==> config.mk <==
export PLATFORM = sky130hd
export DESIGN_NAME = ieee_to_int
export DESIGN_NICKNAME = d
export VERILOG_FILES = /design/src/rtl/ieee_to_int.sv
export SDC_FILE = /design/constraint.sdc
export NUM_CORES = 1
export LEC_CHECK = 0
export BUFFER_PORTS_ARGS = -buffer_cell sky130_fd_sc_hd__buf_2
export CORE_AREA = 4 4 135 98
export CTS_CLUSTER_SIZE = 12
export DETAILED_ROUTE_END_ITERATION = 16
export DIE_AREA = 0 0 139 102
export PLACE_DENSITY = 0.7
export SYNTH_ARGS = -nofsm -noshare
export SYNTH_HDL_FRONTEND = slang
export SYNTH_SLANG_ARGS = --single-unit
==> constraint.sdc <==
create_clock -name clk -period 3.41 [get_ports clk]
set_clock_uncertainty 0.15 [all_clocks]
set_input_delay 0.682 -clock clk [delete_from_list [all_inputs] [get_ports clk]]
set_output_delay 0.682 -clock clk [all_outputs]
set_load 0.03 [all_outputs]
==> src/rtl/ieee_to_int.sv <==
// IEEE-754 single precision to signed integer converter: truncates toward zero,
// saturates on overflow/NaN/inf, and runs one conversion at a time over valid/ready.
module ieee_to_int #(
  parameter int OUT_W = 32
) (
  input  logic             clk,
  input  logic             rstn,
  input  logic             in_valid,
  output logic             in_ready,
  input  logic [31:0]      in_data,
  output logic             out_valid,
  input  logic             out_ready,
  output logic [OUT_W-1:0] out_data,
  output logic             out_invalid,
  output logic             out_inexact
);

  localparam int              MAG_W   = OUT_W + 24;
  localparam logic [7:0]      SAT_EXP = 8'(126 + OUT_W);
  localparam logic [OUT_W-1:0] MAX_POS = {1'b0, {(OUT_W-1){1'b1}}};
  localparam logic [OUT_W-1:0] MIN_NEG = {1'b1, {(OUT_W-1){1'b0}}};

  typedef enum logic [1:0] {
    IDLE  = 2'd0,
    SHIFT = 2'd1,
    SIGN  = 2'd2,
    DONE  = 2'd3
  } state_t;

  state_t             state_r, state_nxt_s;
  logic [MAG_W-1:0]   mag_r, mag_nxt_s;
  logic [4:0]         cnt_r, cnt_nxt_s;
  logic               left_r, left_nxt_s;
  logic               sticky_r, sticky_nxt_s;
  logic               sign_r, sign_nxt_s;
  logic [OUT_W-1:0]   out_data_r, out_data_nxt_s;
  logic               out_invalid_r, out_invalid_nxt_s;
  logic               out_inexact_r, out_inexact_nxt_s;
  logic               out_valid_r;
  logic [7:0]         diff_s;

  logic               in_sign_s;
  logic [7:0]         exp_s;
  logic [22:0]        frac_s;

  assign in_sign_s = in_data[31];
  assign exp_s     = in_data[30:23];
  assign frac_s    = in_data[22:0];

  // Next-state and datapath decode for the conversion FSM.
  always_comb begin
    state_nxt_s       = state_r;
    mag_nxt_s         = mag_r;
    cnt_nxt_s         = cnt_r;
    left_nxt_s        = left_r;
    sticky_nxt_s      = sticky_r;
    sign_nxt_s        = sign_r;
    out_data_nxt_s    = out_data_r;
    out_invalid_nxt_s = out_invalid_r;
    out_inexact_nxt_s = out_inexact_r;
    diff_s            = 8'd0;

    case (state_r)
      IDLE: begin
        if (in_valid) begin
          if (exp_s == 8'hFF) begin
            state_nxt_s       = DONE;
            out_data_nxt_s    = ((frac_s != 23'd0) || in_sign_s) ? MIN_NEG : MAX_POS;
            out_invalid_nxt_s = 1'b1;
            out_inexact_nxt_s = 1'b0;
          end else if (exp_s >= SAT_EXP) begin
            state_nxt_s       = DONE;
            out_inexact_nxt_s = 1'b0;
            // -2^(OUT_W-1) exactly is representable and is not an overflow
            if (in_sign_s && (exp_s == SAT_EXP) && (frac_s == 23'd0)) begin
              out_data_nxt_s    = MIN_NEG;
              out_invalid_nxt_s = 1'b0;
            end else begin
              out_data_nxt_s    = in_sign_s ? MIN_NEG : MAX_POS;
              out_invalid_nxt_s = 1'b1;
            end
          end else if (exp_s < 8'd127) begin
            state_nxt_s       = DONE;
            out_data_nxt_s    = {OUT_W{1'b0}};
            out_invalid_nxt_s = 1'b0;
            out_inexact_nxt_s = (exp_s != 8'd0) || (frac_s != 23'd0);
          end else begin
            mag_nxt_s    = {{OUT_W{1'b0}}, 1'b1, frac_s};
            sticky_nxt_s = 1'b0;
            sign_nxt_s   = in_sign_s;
            // Binary point sits 23 bits above bit 0 of the loaded significand
            if (exp_s > 8'd150) begin
              left_nxt_s = 1'b1;
              diff_s     = exp_s - 8'd150;
            end else begin
              left_nxt_s = 1'b0;
              diff_s     = 8'd150 - exp_s;
            end
            cnt_nxt_s   = diff_s[4:0];
            state_nxt_s = (diff_s == 8'd0) ? SIGN : SHIFT;
          end
        end else begin
          state_nxt_s = IDLE;
        end
      end

      SHIFT: begin
        if (left_r) begin
          mag_nxt_s = mag_r << 1;
        end else begin
          mag_nxt_s    = mag_r >> 1;
          sticky_nxt_s = sticky_r | mag_r[0];
        end
        cnt_nxt_s = cnt_r - 5'd1;
        if (cnt_r == 5'd1) begin
          state_nxt_s = SIGN;
        end else begin
          state_nxt_s = SHIFT;
        end
      end

      SIGN: begin
        if (sign_r) begin
          out_data_nxt_s = {OUT_W{1'b0}} - mag_r[OUT_W-1:0];
        end else begin
          out_data_nxt_s = mag_r[OUT_W-1:0];
        end
        out_inexact_nxt_s = sticky_r;
        out_invalid_nxt_s = 1'b0;
        state_nxt_s       = DONE;
      end

      DONE: begin
        if (out_ready) begin
          state_nxt_s = IDLE;
        end else begin
          state_nxt_s = DONE;
        end
      end

      default: begin
        state_nxt_s = IDLE;
      end
    endcase
  end

  // State, datapath and output registers.
  always_ff @(posedge clk or negedge rstn) begin
    if (!rstn) begin
      state_r       <= IDLE;
      mag_r         <= {MAG_W{1'b0}};
      cnt_r         <= 5'd0;
      left_r        <= 1'b0;
      sticky_r      <= 1'b0;
      sign_r        <= 1'b0;
      out_data_r    <= {OUT_W{1'b0}};
      out_invalid_r <= 1'b0;
      out_inexact_r <= 1'b0;
      out_valid_r   <= 1'b0;
    end else begin
      state_r       <= state_nxt_s;
      mag_r         <= mag_nxt_s;
      cnt_r         <= cnt_nxt_s;
      left_r        <= left_nxt_s;
      sticky_r      <= sticky_nxt_s;
      sign_r        <= sign_nxt_s;
      out_data_r    <= out_data_nxt_s;
      out_invalid_r <= out_invalid_nxt_s;
      out_inexact_r <= out_inexact_nxt_s;
      out_valid_r   <= (state_nxt_s == DONE);
    end
  end

  assign in_ready    = (state_r == IDLE);
  assign out_valid   = out_valid_r;
  assign out_data    = out_data_r;
  assign out_invalid = out_invalid_r;
  assign out_inexact = out_inexact_r;

endmodule

==> results.py, run 1 <==
metrics = {
    "power_and_ir_drop": {
        "power_density_nw_per_um2": 1010,
        "p_leak_nw": 3.00,
        "p_total_mw": 6.72,
        "irDropWorstVdd_uv": 433,
    },
    "hold_path": {
        "hold_class": "input pin to asynchronous set/reset pin",
    },
    "final_layout": {
        "drive_gt1_share_pct": 16.2,
        "layout_commonest_cell": "dfrtp_1",
        "multi_input_area_um2": 3130,
        "final_cell_count_no_fill": 884,
        "seq_area_um2": 2530,
        "n_antenna_cell": 0,
        "final_util_pct": 55.3,
        "syn_to_final_growth_pct": 13.1,
        "nNetsFinal": 764,
        "final_cell_mix": "dfrtp_1 (100), nand2_1 (92), nor2_1 (70), buf_2 (70), o21ai_0 (68)",
        "fill_cells": 1155,
    },
    "die": {
        "die_x_um": 139,
        "io_pins": 72,
        "start_util_pct": 48.8,
        "chipHeight_um": 102,
        "coreArea_um2": 12100,
        "row_count": 34,
        "dieArea_um2": 14200,
    },
    "worst_setup_path": {
        "critPathMaxStageDelay_ps": 580,
        "path_cells": "or4_4 > or3_1 > or3_4 > o31ai_2 > xor2_1 > a22oi_1",
        "reg2reg_slack_ps": 610,
        "rr_startpoint": "mag_r[14]",
        "crit_slowest_cell": "or4_4",
        "cp_top_family": "simple AND/OR/NAND/NOR gates",
        "arrival_ps": 2870,
        "worstSetupEndpointType": "flip-flop",
        "r2r-end": "out_data[31]",
        "worst-path-max-fanout": 7,
        "critPathLaunchType": "flip-flop",
        "crit_type": "flip-flop to flip-flop",
        "critPathBufInv": 0,
        "crit_required_ps": 3470,
        "ff2ff_path_depth": 6,
    },
    "yosys": {
        "postSynthAreaPerCell_um2": 8.77,
        "yosys.area.top_type_share_pct": 42.8,
        "syn_inst": 673,
        "synth-seq-cells": 101,
        "ys.flop_type": "dfrtp_1",
        "synth-seq-area-share_pct": 42.8,
        "synth.cell_area_um2": 5900,
        "synth_edf_count": 0,
        "synth-warning-count": 0,
        "yosys-top-cells-area": "dfrtp_1 (43%), mux2i_1 (9.7%), nand2_1 (5.9%), o21ai_0 (5.8%), nor2_1 (4.5%)",
        "postSynthNetCount": 719,
        "synth_cell_types": 55,
        "async_reset_ff_share_pct": 100,
        "synth_top_area_cell": "dfrtp_1",
    },
    "timing": {
        "tightest_slew_ps": 1100,
        "setup-tns-final_ps": 0,
        "hold_violations": 0,
        "period_needed_ps": 2800,
        "setup_slack_ps": 609,
        "relSlewSlack_pct": 26.5,
        "final_max_slew_viol_count": 0,
        "setup_viol": 0,
        "finalCritPeriodShare_pct": 82.2,
        "max_freq_mhz": 357,
        "rsz0062_at_grt": "false",
    },
    "clock_network": {
        "post-cts-setup-buffer-count": 0,
        "clkSinkCount": 101,
        "clock_path_buffers": 2,
        "cts_root_buf": "clkbuf_16",
        "clk_pin_slew_ps": 70,
        "cts_resized": 0,
        "hold_buffers": 0,
        "clkLatencyLatePin_ps": 340,
        "cts_buffers": 9,
        "cts_tree": "yes",
        "htree_num_levels": 3,
    },
    "route": {
        "wire_per_inst_um": 16.9,
        "vias": 5079,
        "drtIter0Drc": 459,
        "detail-route-antenna-nets": 0,
        "drcViolationCount": 0,
        "drt_first_pass_iters": 5,
        "via_per_inst": 5.75,
        "wirelength_mm": 14.9,
    },
    "place": {
        "post-place-ws_ps": 338,
        "dp.cells": 869,
        "post-dp-hpwl_mm": 10.3,
        "gp_congestion": 0.831,
        "io_buffers": 71,
    },
    "grt": {
        "antenna_found_initial": 0,
        "use_met2_pct": 35.7,
        "grt-ovfl-total": 0,
        "grt-busiest-layer": "met2",
        "met3_usage_pct": 4.44,
        "grt_pass1_vias": 4762,
        "grt_max_degree": 54,
        "grt_pass1_wl_mm": 24.4,
        "groute.usage.overall_pct": 21.2,
        "grtUsageMet1_pct": 28.5,
    },
    "job": {
        "maxCapViolCount": 0,
    },
    "status": {
        "outcome": "finished clean",
    },
}
==> registers in the layout, summed over array words and instances (netlist names) <==
| register | cells |
|---|---|
| out_valid | 1 |
| sticky_r | 1 |
| mag_r | 56 |
| out_invalid | 1 |
| out_inexact | 1 |
| sign_r | 1 |
| left_r | 1 |
| out_data | 32 |
| cnt_r | 5 |
| state_r | 2 |
==> per-layer routing <==
metal / part of all wire, % / wire length [um]
met1: 46 / 6910
met2: 47 / 7020
met3: 5.8 / 862
met4: 0.89 / 133
met5: 0 / 0
==> cell usage after synthesis, types with 2 or more instances <==
cell type and instances:
o21a_1 2, nor3b_1 5, or3_1 5, o31ai_1 10, inv_1 11, a21oi_1 41
nand3b_1 3, nand3_1 6, dfrtp_1 101, a32o_1 2, mux2i_1 57, clkbuf_1 41
o22ai_1 24, a31oi_1 5, o41ai_1 6, buf_1 10, a22oi_1 3, nor4_1 9
nor3_1 5, nor2_1 70, nor2b_1 4, nand4_1 4, ha_1 10, nand2b_1 5
or2_2 7, or4_1 3, a211oi_1 4, o21ai_0 68, nand2_1 92, xor2_1 25
xnor2_1 11
==> power breakdown <==
| part | total (mW) | leakage [nW] | switching [mW] | internal (mW) |
|---|---|---|---|---|
| clock | 1.00 | 0.140 | 0.436 | 0.566 |
| sequential | 2.44 | 1.27 | 0.705 | 1.74 |
| combinational | 3.28 | 1.60 | 2.01 | 1.27 |
| total | 6.72 | 3.00 | 3.15 | 3.57 |
==> layout make-up <==
type                            count  share of cell area, %
Multi-Input combinational cell    508                   46.9
Tap cell                          162                   3.04
Inverter                           11                  0.619
Sequential cell                   101                   37.9
Clock inverter                      4                  0.731
Timing Repair Buffer               87                   7.35
Clock buffer                       11                   3.49
==> worst max-delay path by stage <==
stage                startpoint            to  slack, ps  cells after the start
floorplan           in_data[28]    state_r[1]        730                      8
global route        in_data[23]     mag_r[45]        460                     10
global placement    in_data[24]     mag_r[55]        410                      8
finish                mag_r[14]  out_data[31]        610                      6
CTS                   mag_r[14]  out_data[31]        580                      6
detailed placement  in_data[24]     mag_r[55]        340                      8
==> worst register-to-register path, stage by stage (launching register included) <==
cell     delay (ps)
dfrtp_1         450
or4_4           580
or3_1           450
or3_4           470
o31ai_2         230
xor2_1          230
a22oi_1         120
==> cells by family after synthesis <==
logic type	count (synthesis)	synth area share (%)
AO/OA/AOI/OAI	179	18.3
XOR/XNOR	36	5.34
adder cells (fa/ha/maj)	10	2.12
buffers and inverters	64	4.22
flip-flops	101	42.8
multiplexers	58	9.86
AND/OR/NAND/NOR	225	17.3
==> stage by stage <==
step	area, um2	hold WS (ps)
floorplan	5900	236
global placement	6390	328
detailed placement	6390	341
CTS	6680	246
global route	6680	271
finish	6680	228
Note: power is estimated with default switching activity, not from simulation.
==> run 2: changes to the inputs <==
==> config.mk (replaced) <==
export PLATFORM = sky130hd
export DESIGN_NAME = ieee_to_int
export DESIGN_NICKNAME = d
export VERILOG_FILES = /design/src/rtl/ieee_to_int.sv
export SDC_FILE = /design/constraint.sdc
export NUM_CORES = 1
export LEC_CHECK = 0
export ABC_AREA = 1
export BUFFER_PORTS_ARGS = -buffer_cell sky130_fd_sc_hd__buf_2
export CORE_AREA = 4 4 137 99
export CTS_CLUSTER_SIZE = 12
export DETAILED_ROUTE_END_ITERATION = 16
export DIE_AREA = 0 0 141 103
export PLACE_DENSITY = 0.69
export SYNTH_ARGS = -nofsm -noshare
export SYNTH_HDL_FRONTEND = slang
export SYNTH_SLANG_ARGS = --single-unit
==> constraint.sdc (replaced) <==
create_clock -name clk -period 2.8 [get_ports clk]
set_clock_uncertainty 0.15 [all_clocks]
set_input_delay 0.56 -clock clk [delete_from_list [all_inputs] [get_ports clk]]
set_output_delay 0.56 -clock clk [all_outputs]
set_load 0.03 [all_outputs]
==> run 2 against run 1 <==
Net effect:
- sequential power up 9.8%
- die area up 2.4%
- synthesized cell count up 20%
- largest power group unchanged
- routed wire length up 4.1%
- fmax up 12%
- largest cell class unchanged
- clock power up 25%
- first-iteration DRC count up 4.4%
- total power up 24%
- utilization up 0.14 points
==> results.py, run 2 <==
metrics = {
    "status": {
        "outcome": "finished clean",
    },
    "clock_network": {
        "clock_path_buffers": 2,
        "hold_buffers": 0,
        "cts_resized": 0,
        "post-cts-setup-buffer-count": 0,
        "clk_pin_slew_ps": 70,
        "clkSinkCount": 101,
        "cts_tree": "yes",
        "cts_root_buf": "clkbuf_16",
        "clkLatencyLatePin_ps": 350,
        "cts_buffers": 9,
        "htree_num_levels": 3,
    },
    "die": {
        "io_pins": 72,
        "dieArea_um2": 14500,
        "die_x_um": 141,
        "row_count": 34,
        "chipHeight_um": 103,
        "start_util_pct": 49.2,
        "coreArea_um2": 12300,
    },
    "timing": {
        "setup_viol": 0,
        "final_max_slew_viol_count": 0,
        "finalCritPeriodShare_pct": 89.0,
        "fin_worst_hold_slack_ps": 8.58,
        "max_freq_mhz": 401,
        "setup_slack_ps": 307,
        "rsz0062_at_grt": "false",
        "relSlewSlack_pct": 58.3,
        "hold_violations": 0,
        "tightest_slew_ps": 625,
        "setup-tns-final_ps": 0,
        "period_needed_ps": 2490,
    },
    "final_layout": {
        "max_flop_register": "mag_r",
        "nNetsFinal": 909,
        "final_cell_count_no_fill": 1032,
        "drive_gt1_share_pct": 15.1,
        "seq_area_um2": 2530,
        "final_util_pct": 55.4,
        "layout_commonest_cell": "nand2_1",
        "fill_cells": 1168,
        "syn_to_final_growth_pct": 12.6,
        "final_cell_mix": "nand2_1 (210), dfrtp_1 (101), nor2_1 (86)",
        "largest_reg_flops": 56,
        "final_area_um2": 6790,
        "multi_input_area_um2": 2990,
    },
    "yosys": {
        "ys.flop_type": "dfrtp_1",
        "yosys.area.top_type_share_pct": 41.9,
        "synth_cell_types": 38,
        "async_reset_ff_share_pct": 100,
        "synth_top_area_cell": "dfrtp_1",
        "yosys-top-cells-area": "dfrtp_1 (42%), nand2_1 (13%), o21ai_0 (5.5%), nor2_1 (5.4%), nand3_1 (4.8%)",
        "postSynthAreaPerCell_um2": 7.48,
        "synth-seq-cells": 101,
        "postSynthNetCount": 852,
        "yosysMostFrequentCell": "nand2_1",
        "synth_edf_count": 0,
        "syn_inst": 806,
        "synth-warning-count": 0,
        "synth.cell_area_um2": 6030,
        "synth_common_cells": "nand2_1 (210), dfrtp_1 (101), nor2_1 (86)",
        "synth-seq-area-share_pct": 41.9,
    },
    "route": {
        "drcViolationCount": 0,
        "vias": 5703,
        "via_per_inst": 5.53,
        "wire_per_inst_um": 15.1,
        "route.met2.wl_mm": 6.92,
        "drtIter0Drc": 479,
        "drt_first_pass_iters": 8,
        "route.met3.wl_mm": 1.02,
        "wirelength_mm": 15.5,
        "detail-route-antenna-nets": 0,
        "top_layer": "met4",
        "met1_length_mm": 7.40,
    },
    "worst_setup_path": {
        "critPathLaunchType": "flip-flop",
        "arrival_ps": 2620,
        "crit_required_ps": 2920,
        "worstSetupEndpointType": "flip-flop",
        "crit_type": "flip-flop to flip-flop",
        "worst-path-max-fanout": 5,
    },
    "grt": {
        "grt-ovfl-total": 0,
        "antenna_found_initial": 1,
        "grt_max_degree": 45,
        "groute.usage.overall_pct": 22.3,
        "grt_pass1_vias": 5385,
        "grt_pass1_wl_mm": 26.5,
    },
    "place": {
        "post-dp-hpwl_mm": 11.4,
        "dp.cells": 1014,
        "gp_congestion": 0.917,
        "io_buffers": 71,
        "post-place-ws_ps": 72.5,
        "placed_area_um2": 6490,
    },
    "power_and_ir_drop": {
        "p_leak_nw": 3.28,
        "p_total_mw": 8.34,
        "power_density_nw_per_um2": 1230,
        "irDropWorstVdd_uv": 594,
    },
    "hold_path": {
        "hold_class": "input pin to asynchronous set/reset pin",
    },
    "job": {
        "maxCapViolCount": 0,
    },
}
-- run 2: cell types whose count changed after synthesis, sizes merged, moves of 11 or more --
cell / previous run / this run
nand2: 92 / 216
inv: 11 / 78
mux2i: 57 / 0
nand3: 6 / 60
o221ai: 1 / 31
clkbuf: 42 / 14
o22ai: 24 / 0
a22oi: 3 / 24
nor2: 70 / 90
xor2: 25 / 5
a21oi: 41 / 54
buf: 11 / 23
xnor2: 11 / 0
-- run 2: cell families after synthesis --
| family | share of synthesized area (%) |
|---|---|
| flops | 41.9 |
| simple gates | 27.1 |
| compound gates | 19.6 |
| fa+ha+maj | 2.08 |
| xor+xnor | 0.726 |
| buf+inv | 8.49 |
-- run 2: path summary, 6_finish.rpt --
| check | start | depth (start not counted) | slack, ps | end |
|---|---|---|---|---|
| max | mag_r[0] | 12 | 310 | out_data[24] |
| max reg2reg | mag_r[0] | 12 | 310 | out_data[24] |
| min | rstn | 1 | 9 | out_data[6] |
| min reg2reg | mag_r[44] | 2 | 360 | mag_r[44] |
| min in group clk | mag_r[44] | 2 | 360 | mag_r[44] |
| max in group asynchronous | rstn | 2 | 1780 | left_r |
-- run 2: area by class of cell --
cell class / count / share of cell area (%)
Timing Repair Buffer: 83 / 6.97
Antenna cell: 2 / 0.0737
Multi-Input combinational cell: 589 / 44.0
Inverter: 79 / 4.37
Tap cell: 162 / 2.99
Clock inverter: 5 / 0.885
Sequential cell: 101 / 37.2
Clock buffer: 11 / 3.43
-- run 2: report_power, final --
group	internal [mW]	switching, mW
Combinational	1.33	3.08
Sequential	2.18	0.507
Clock	0.697	0.553
Total	4.20	4.14
-- run 2: metal layers --
layer  GRT usage, %  up-vias
met5              0        -
met4           7.00        0
met3           4.03       20
met2           35.0      198
met1           31.6     2663
li1               -     2822
-- run 2: critical path: stages (launching register included) --
cell and delay [ps]:
dfrtp_1 440, inv_1 140, ha_1 210, nand3_1 130
nor2_1 210, nand2_1 130, nand2_1 140, nand2_1 130
nor2_2 260, nand2_1 120, a21oi_1 130, o21ai_0 100
a21oi_1 140
==> run 3: changes to the inputs <==
--- a/config.mk
+++ b/config.mk
@@ -12,6 +12,7 @@
 export DETAILED_ROUTE_END_ITERATION = 16
 export DIE_AREA = 0 0 141 103
 export PLACE_DENSITY = 0.69
+export REMOVE_ABC_BUFFERS = 1
 export SYNTH_ARGS = -nofsm -noshare
 export SYNTH_HDL_FRONTEND = slang
 export SYNTH_SLANG_ARGS = --single-unit
==> run 3 against run 2 <==
Net effect:
- design area decreased by 0.37%
- routed wire length increased by 2.2%
- largest power group unchanged
- non-clock buffer count decreased by 1
- worst setup slack improved by 45 ps
- worst hold slack improved by 1.1 ps
- utilization decreased by 0.20 points
- first-iteration DRC count increased by 26%
- critical path depth unchanged
==> results.py, run 3 (synthesis results as in run 2) <==
metrics = {
    "power_and_ir_drop": {
        "power_density_nw_per_um2": 1230,
        "power_frac_clock_pct": 14.4,
        "p_int_mw": 4.12,
        "irDropWorstVdd_uv": 609,
        "p_total_mw": 8.32,
        "switchingPower_mw": 4.20,
        "p_leak_nw": 3.27,
        "seqPwrFrac_pct": 32.6,
        "switching_share_pct": 50.5,
        "p_comb_share_pct": 53.0,
    },
    "grt": {
        "grt_pass1_wl_mm": 26.4,
        "grt_max_degree": 69,
        "grt_pass1_vias": 5384,
        "groute.usage.overall_pct": 22.4,
        "grt-ovfl-total": 0,
        "antenna_found_initial": 0,
    },
    "clock_network": {
        "clkSinkCount": 101,
        "clk_pin_slew_ps": 70,
        "cts_root_buf": "clkbuf_16",
        "clkLatencyLatePin_ps": 350,
        "post-cts-setup-buffer-count": 0,
        "cts_buffers": 9,
        "htree_num_levels": 3,
        "clock_path_buffers": 2,
        "cts_tree": "yes",
        "hold_buffers": 0,
        "cts_resized": 0,
    },
    "final_layout": {
        "nNetsFinal": 908,
        "n_antenna_cell": 0,
        "final_cell_count_no_fill": 1029,
        "syn_to_final_growth_pct": 12.2,
        "drive_gt1_share_pct": 15.2,
        "max_flop_register": "mag_r",
        "final_cell_mix": "nand2_1 (210), dfrtp_1 (101), nor2_1 (86)",
        "layout_commonest_cell": "nand2_1",
        "largest_reg_flops": 56,
        "final_area_um2": 6760,
    },
    "worst_setup_path": {
        "rr_startpoint": "mag_r[0]",
        "worstSetupEndpointType": "flip-flop",
        "worst-path-max-fanout": 5,
        "critPathLaunch": "mag_r[0]",
        "r2r-end": "out_data[24]",
        "crit_required_ps": 2920,
        "reg2reg_slack_ps": 350,
        "cp-endpoint": "out_data[24]",
        "critPathLaunchType": "flip-flop",
        "crit_type": "flip-flop to flip-flop",
        "ff2ff_path_depth": 12,
        "arrival_ps": 2570,
    },
    "timing": {
        "max_freq_mhz": 408,
        "finalCritPeriodShare_pct": 87.4,
        "setup_slack_ps": 352,
        "fin_worst_hold_slack_ps": 9.66,
        "final_max_slew_viol_count": 0,
        "relSlewSlack_pct": 55.0,
        "rsz0062_at_grt": "false",
        "tightest_slew_ps": 674,
        "period_needed_ps": 2450,
        "setup_viol": 0,
        "hold_violations": 0,
    },
    "die": {
        "coreArea_um2": 12300,
        "die_x_um": 141,
        "start_util_pct": 49.2,
        "io_pins": 72,
        "chipHeight_um": 103,
        "row_count": 34,
        "dieArea_um2": 14500,
    },
    "hold_path": {
        "hold_class": "input pin to asynchronous set/reset pin",
    },
    "route": {
        "drtIter0Drc": 604,
        "drt_first_pass_iters": 6,
        "vias": 5797,
        "wire_per_inst_um": 15.4,
        "wirelength_mm": 15.9,
        "detail-route-antenna-nets": 0,
        "via_per_inst": 5.63,
        "drcViolationCount": 0,
    },
    "place": {
        "io_buffers": 71,
        "placed_area_um2": 6480,
        "post-place-ws_ps": 93.9,
        "post-dp-hpwl_mm": 11.2,
        "dp.cells": 1013,
        "gp_congestion": 0.921,
    },
    "job": {
        "maxCapViolCount": 0,
    },
    "status": {
        "outcome": "finished clean",
    },
}
==> run 3: worst min-delay path by stage <==
stage	from	endpoint	slack [ps]
6_report	rstn	out_data[7]	10
5_1_grt	rstn	out_data[7]	40
4_1_cts	rstn	out_data[6]	20
3_5_place_dp	mag_r[55]	mag_r[55]	340
3_3_place_gp	mag_r[55]	mag_r[55]	330
2_1_floorplan	rstn	cnt_r[0]	110
==> run 3: through the flow <==
stage	utilization, %	TNS, ps
finish	55.2	0
global route	55.2	0
CTS	55.2	0
detailed placement	52.9	0
global placement	52.9	0
floorplan	-	-3850
==> run 3: final cells by class <==
cell class	instances	area [um2]
fillers	1158	5490
multi-input cells	589	2990
flip-flops and latches	101	2530
repair buffers	82	465
inverters	79	297
clock buffers	9	225
well taps	162	203
clock inverters	7	55.1
==> run 3: layer usage <==
layer  track usage [%]  share of wire (%)  vias up
met5                 0                  0        -
met4              6.63                1.6        0
met3              4.45                6.9       34
met2              36.0                 45      232
met1              31.2                 46     2723
li1                  -                  -     2808
==> run 3: power groups by stage <==
stage	Combinational [mW]	Sequential, mW	Clock, mW
floorplan	2.57	3.14	0
global placement	4.26	2.69	0
detailed placement	4.36	2.72	0
CTS	4.38	2.70	1.23
global route	4.92	2.81	1.29
finish	4.41	2.71	1.20
==> run 3: critical path, stage by stage (launching register included) <==
cell and delay, ps:
dfrtp_1 410, inv_1 120, ha_1 210, nand3_1 120, nor2_1 230, nand2_1 110
nand2_1 120, nand2_1 160, nor2_2 210, nand2_1 100, a21oi_1 130, o21ai_0 120
a21oi_1 170
